File: config.mk
export PLATFORM = sky130hd
export DESIGN_NAME = seq_addsub
export DESIGN_NICKNAME = d
export VERILOG_FILES = /design/src/rtl/seq_addsub.sv
export SDC_FILE = /design/constraint.sdc
export NUM_CORES = 1
export LEC_CHECK = 0
export ABC_AREA = 1
export CAP_MARGIN = 20
export CORE_AREA = 2 2 93 131
export CTS_CLUSTER_SIZE = 12
export DETAILED_ROUTE_END_ITERATION = 10
export DIE_AREA = 0 0 95 133
export HOLD_SLACK_MARGIN = 0.15
export PLACE_DENSITY = 0.88
export SETUP_SLACK_MARGIN = 0.15
export SLEW_MARGIN = 20
export SYNTH_ARGS = -nofsm -noshare
export SYNTH_HDL_FRONTEND = slang
export SYNTH_SLANG_ARGS = --single-unit
File: constraint.sdc
create_clock -name clk -period 2.48 [get_ports clk]
set_input_delay 0.496 -clock clk [delete_from_list [all_inputs] [get_ports clk]]
set_output_delay 0.496 -clock clk [all_outputs]
set_load 0.005 [all_outputs]
File: src/rtl/seq_addsub.sv
// Digit-serial adder/subtractor: processes DIGIT bits per clock, LSB first.
// Result flags are registered on entry to DONE and held until the next DONE.
module seq_addsub #(
    parameter int WIDTH = 32,
    parameter int DIGIT = 8
) (
    input  logic             clk,
    input  logic             rst,
    input  logic             start,
    input  logic             op,
    input  logic [WIDTH-1:0] x,
    input  logic [WIDTH-1:0] y,
    input  logic             cin,
    output logic             busy,
    output logic             done,
    output logic [WIDTH-1:0] res,
    output logic             cout,
    output logic             ovf,
    output logic             zero
);

    localparam int N  = WIDTH / DIGIT;
    localparam int CW = (N > 1) ? $clog2(N) : 1;
    localparam logic [CW-1:0] LAST = CW'(N - 1);

    typedef enum logic [1:0] {
        IDLE,
        RUN,
        DONE
    } state_t;

    state_t           state;
    logic [WIDTH-1:0] xs;
    logic [WIDTH-1:0] ys;
    logic [WIDTH-1:0] acc;
    logic             carry;
    logic             opr;
    logic             xsgn;
    logic             ysgn;
    logic [CW-1:0]    cnt;

    logic [DIGIT:0]   sum;
    logic [WIDTH-1:0] slice;
    logic [WIDTH-1:0] acc_next;
    logic             last;

    // One slice of the ripple: subtraction uses inverted y with inverted borrow-in
    always_comb begin
        sum = {1'b0, xs[DIGIT-1:0]} + {1'b0, ys[DIGIT-1:0]}
            + (DIGIT + 1)'(carry);
        slice = '0;
        slice[DIGIT-1:0] = sum[DIGIT-1:0];
        acc_next = (acc >> DIGIT) | (slice << (WIDTH - DIGIT));
        last = (cnt == LAST);
    end

    // Control FSM with datapath registers and registered outputs
    always_ff @(posedge clk) begin
        if (rst) begin
            state <= IDLE;
            busy  <= 1'b0;
            done  <= 1'b0;
            res   <= '0;
            cout  <= 1'b0;
            ovf   <= 1'b0;
            zero  <= 1'b1;
            xs    <= '0;
            ys    <= '0;
            acc   <= '0;
            carry <= 1'b0;
            opr   <= 1'b0;
            xsgn  <= 1'b0;
            ysgn  <= 1'b0;
            cnt   <= '0;
        end else begin
            unique case (state)
                IDLE: begin
                    done <= 1'b0;
                    if (start) begin
                        xs    <= x;
                        ys    <= op ? ~y : y;
                        carry <= op ^ cin;
                        opr   <= op;
                        xsgn  <= x[WIDTH-1];
                        ysgn  <= op ? ~y[WIDTH-1] : y[WIDTH-1];
                        acc   <= '0;
                        cnt   <= '0;
                        busy  <= 1'b1;
                        state <= RUN;
                    end
                end
                RUN: begin
                    xs    <= xs >> DIGIT;
                    ys    <= ys >> DIGIT;
                    carry <= sum[DIGIT];
                    acc   <= acc_next;
                    cnt   <= cnt + 1'b1;
                    if (last) begin
                        state <= DONE;
                        busy  <= 1'b0;
                        done  <= 1'b1;
                        res   <= acc_next;
                        cout  <= opr ^ sum[DIGIT];
                        ovf   <= (xsgn == ysgn) &&
                                 (acc_next[WIDTH-1] != xsgn);
                        zero  <= (acc_next == '0);
                    end
                end
                DONE: begin
                    done  <= 1'b0;
                    state <= IDLE;
                end
                default: begin
                    busy  <= 1'b0;
                    done  <= 1'b0;
                    state <= IDLE;
                end
            endcase
        end
    end

endmodule

======== After elaboration in Yosys (flattened, before gate mapping) ========
Cells that the tools add are included.
storage, ports and cells
  bits in latches ......................... 0
  memory bits (writable) .................. 0
  register bits after elaboration ......... 141
  memories kept ........................... 0
  ROM bits ................................ 0
  bits of input ports ..................... 69
  logic and storage cells ................. 60
operators by class
  add/sub/neg operators ................... 3
  shifts and indexed selects .............. 0
  $mul .................................... 0
  bitwise operators ....................... 7
  equal/unequal tests ..................... 7
  div/mod/pow operators ................... 0
  $lt $le $gt $ge ......................... 0
  reduce and logical (&&, ||, !) cells .... 10
  muxes and demuxes ....................... 18
operator list
  kind                                                                    count
  32-bit case mux with 2 select lines                                     3
  32-bit two-way mux                                                      4
  32-bit zero test                                                        1
  32-bit NOT                                                              1
  24-bit by 32-bit OR with 32-bit output                                  1
  8-bit by 8-bit adder with 9-bit output                                  1
  9-bit by 1-bit adder with 9-bit output                                  1
  2-bit case mux with 2 select lines                                      2
  2-bit AND reduction                                                     4
  2-bit two-way mux                                                       3
  2-bit equality test (second input constant)                             2
  1-bit two-way mux                                                       4
  2-bit != test (second input constant)                                   2
  1-bit NOT                                                               3
  1-bit case mux with 3 select lines                                      1
  3-bit AND reduction                                                     1
  2-bit by 1-bit adder with 2-bit output (second input constant)          1
  2-bit by 1-bit equality test with 1-bit output (second input constant)  1
  2-bit zero test                                                         1
  1-bit case mux with 2 select lines                                      1
  2-bit nonzero test                                                      1
  2-bit OR reduction                                                      1
  1-bit bitwise XOR                                                       2
  1-bit equality test                                                     1
  other kinds (2)                                                         2

======== Longest topological paths before layout ========
  depth after elaboration ................. 5
  depth in mapped cells ................... 13

======== Least setup slack after synthesis ========
No wires, ideal clock.
  kind .................................... register -> register
  from .................................... reg xs[0]
  to ...................................... reg zero
  arrival time ............................ 1857 ps
  data required time ...................... 2365 ps
  setup time .............................. 115 ps
  setup slack ............................. 508 ps
  stages on the path, launching flop included .. 12
  path through ............................ dfxtp_1 -> inv_1 -> fa_1 -> fa_1 -> inv_1 -> nand2_1 -> nand2_1 -> and2_1 -> xor2_1 -> nor2_1 -> nand3_1 -> nand2_1
on the way
  cells in the longest elaborated chain, start to end .. 4
ends and longest elaborated chain
  what                                    line  text
  start: declaration                      33    logic [WIDTH-1:0] xs;
  start signal: assignment                93    xs <= xs >> DIGIT;
  8-bit by 8-bit adder with 9-bit output  49    sum = {1'b0, xs[DIGIT-1:0]} + {1'b0, ys[DIGIT-1:0]}
  9-bit by 1-bit adder with 9-bit output  50    + (DIGIT + 1)'(carry);
  24-bit by 32-bit OR with 32-bit output  53    acc_next = (acc >> DIGIT) | (slice << (WIDTH - DIGIT));
  32-bit zero test                        106   zero <= (acc_next == '0);
  end signal: assignment                  106
  end: declaration                        19    output logic zero
No other way between the ends.
A chain may end at the register's enable or synchronous reset.

======== Worst setup path after layout ========
Ends and elaborated chain as after synthesis.

==> impl_metrics.ini <==
[placement]
dp_slack_ns = 0.3563
io_buffers = 105
place_area_um2 = 6759
place_congestion = 0.8442
dp_cells = 915
dp_hpwl_mm = 9.857

[timing]
hold_violations = 0
skew_ns = 0.01078
hold_slack_ns = 0.4646
fmax_mhz = 451.9
tightest_slew_ns = 0.4401
fin_ws_ns = 0.2673
period_needed_ns = 2.213
min_period_over_period_pct = 89.22
finalSetupTns_ns = 0
relSlewSlack_pct = 70.66
rsz0062_at_grt = false
setup_violations = 0
finalMaxSlewViolations = 0

[cts]
cts-buffers-inserted = 17
clock_latency_ns = 0.42
root_buffer = clkbuf_16
cts.repair.resized = 0
clock_path_buffers = 2
numClockSinks = 133
cts_tree = yes
htree_levels = 4
cts_setup_buffers = 0
postCtsHoldBufs = 0
path_clk_slew_ns = 0.06

[layout]
final_core_util_pct = 63.93
num_antenna_cells = 0
final_cells = 947
design_area_um2 = 7406
syn2layout_area_growth_pct = 31.97
drive_above_1_share_pct = 7.875
fin_nets = 866
layout_common_cells = 133 x nand2_1, 133 x dfxtp_1, 104 x clkdlybuf4s50_1

[synthesis]
synthXorXnorAreaFrac_pct = 5.307
synth_top_area_share_pct = 47.45
synth_compound_area_share_pct = 21.03
ys_ff_latch = 133
syn-cell-area_um2 = 5612
yosysWarnings = 0
synth_mux_area_share_pct = 0
syn_inst = 691
yosysSeqAreaShare_pct = 47.45
synth_fp_nets = 770
synth_top_area_cell = dfxtp_1
yosysUniqueCellTypes = 37
synth_top_family_by_area = compound AO/OA/AOI/OAI gates
syn_avg_cell_area_um2 = 8.121
synthTopCellsByArea = dfxtp_1 47%, nand2_1 8.9%, o21ai_0 5.7%
synth_adder_area_share_pct = 2.497
yosys.area_share.simple_pct = 15.70

[power]
powerDensity_nw_per_um2 = 769.4
leakagePower_nw = 3.015
ir_worst_vdd_uv = 465.4
total_power_mw = 5.698

[global_route]
grt_pass1_wl_mm = 23.50
grt_max_degree = 52
overflow = 0
grt_pass1_vias = 4928
antenna_found_initial = 0
grt_usage_pct = 24.04

[routing]
wire_per_inst_um = 15.58
drtAntennaViolNets = 0
wl_mm = 14.76
via_per_inst = 5.509
vias = 5217
drtIter0Drc = 352
drc = 0
drt_first_pass_iters = 5

[worst_setup_path]
worstPathMaxFanout = 3
rr_startpoint = xs[0]$_SDFFE_PP0P_
cp-start-kind = flop
worstPathCellList = inv_1, fa_1, fa_1, inv_1, nand2_1, nand2_1, and2_1, xor2_1, nor2_1, nand3_1, nand2_1
path_delay_family = adder cells
crit_slowest_cell = fa_1
endpoint_kind = flop
worst_path_most_repeated_cell = nand2_1
cp-startpoint = xs[0]$_SDFFE_PP0P_
cp.required_ns = 2.80
critPathKind = flop to flop
worstPathArrival_ns = 2.53
worstPathBufferInverterCount = 2
cpPeakStageDelay_ns = 0.47

[floorplanning]
core_area_um2 = 11580
io_pins = 106
dieArea_um2 = 12640
placementRows = 47
dieWidth_um = 95
initial_core_util_pct = 48.44
die_h_um = 133

[min_path]
worstHoldStart = cnt[0]$_SDFFE_PP0P_
hold_class = flop to flop

[run]
maxCapViolations = 0

[run_status]
status = completed
path summary, 6_finish.rpt:
| check | end | slack, ns | cells past startpoint |
|---|---|---|---|
| setup / recovery | zero$_SDFFE_PP1P_ | 0.27 | 11 |
| hold / removal | cnt[0]$_SDFFE_PP0P_ | 0.46 | 1 |
| setup reg to reg | zero$_SDFFE_PP1P_ | 0.27 | 11 |
| hold reg to reg | cnt[0]$_SDFFE_PP0P_ | 0.46 | 1 |
cell families (layout without fill, tap and decap cells):
logic type	count (synthesis)	in the layout
xor gates and xnor gates	34	34
buffers and inverters	109	218
AOI/OAI and AO/OA	198	198
DFF	133	133
adders and majority gates	10	10
and+or+nand+nor	207	207
worst reg2reg max path: cells and delay by family, from the launching register on:
kind / cells / cell delay, ns
xor+xnor: 1 / 0.23
fa+ha+maj: 2 / 0.87
buf+inv: 2 / 0.14
flops: 1 / 0.33
simple gates: 6 / 0.54
metal layers:
| layer | global-route usage (%) | vias up | share of wire [%] | routed length [um] |
|---|---|---|---|---|
| met4 | 13.85 | 0 | 4.4 | 652 |
| met3 | 4.784 | 47 | 5.4 | 797 |
| met2 | 41.69 | 220 | 53 | 7767 |
| met5 | 0 | - | 0 | 0 |
| met1 | 26.74 | 2427 | 38 | 5538 |
| li1 | - | 2523 | - | - |
area by class of cell:
cell class	count	area [um^2]
Inverter	64	240.2
Clock inverter	12	200.2
Tap cell	147	183.9
Multi-Input combinational cell	449	2499
Timing Repair Buffer	122	1174
Fill cell	892	4179
Sequential cell	133	2663
Clock buffer	20	446.7
registers in the layout (all words and copies together), names as in the netlist, 2 cells and up:
register	flops
ys	32
acc	24
xs	32
state	2
cnt	2
res	32
power by group:
group / leakage (nW) / switching [mW] / internal, mW
Combinational: 1.61 / 0.365 / 0.287
Sequential: 1.09 / 0.0637 / 2.24
Clock: 0.318 / 0.927 / 1.81
Yosys cell counts:
| cell | count |
|---|---|
| dfxtp_1 | 133 |
| nand2_1 | 133 |
| o21ai_0 | 64 |
| inv_1 | 58 |
| a21oi_1 | 37 |
| nand3_1 | 31 |
| nor2_1 | 31 |
| o22ai_1 | 29 |
| buf_2 | 26 |
| a31oi_1 | 24 |
| xnor2_1 | 20 |
| a22oi_1 | 16 |
| clkbuf_1 | 14 |
| xor2_1 | 14 |
| a32o_1 | 8 |
| ha_1 | 8 |
| o211ai_1 | 7 |
| inv_2 | 5 |
| o21ai_1 | 4 |
| nor2_4 | 3 |
| o21bai_1 | 3 |
| buf_1 | 2 |
| buf_4 | 2 |
| fa_1 | 2 |
| nand2_2 | 2 |
| nand4_1 | 2 |
| o21a_1 | 2 |
| o31ai_1 | 2 |
| a31o_2 | 1 |
| and2_1 | 1 |
| clkbuf_2 | 1 |
| clkinv_1 | 1 |
| nand2_4 | 1 |
| nand3b_1 | 1 |
| nor2_8 | 1 |
| o221ai_1 | 1 |
| or2_2 | 1 |
Power figures use the tool's default switching activity.
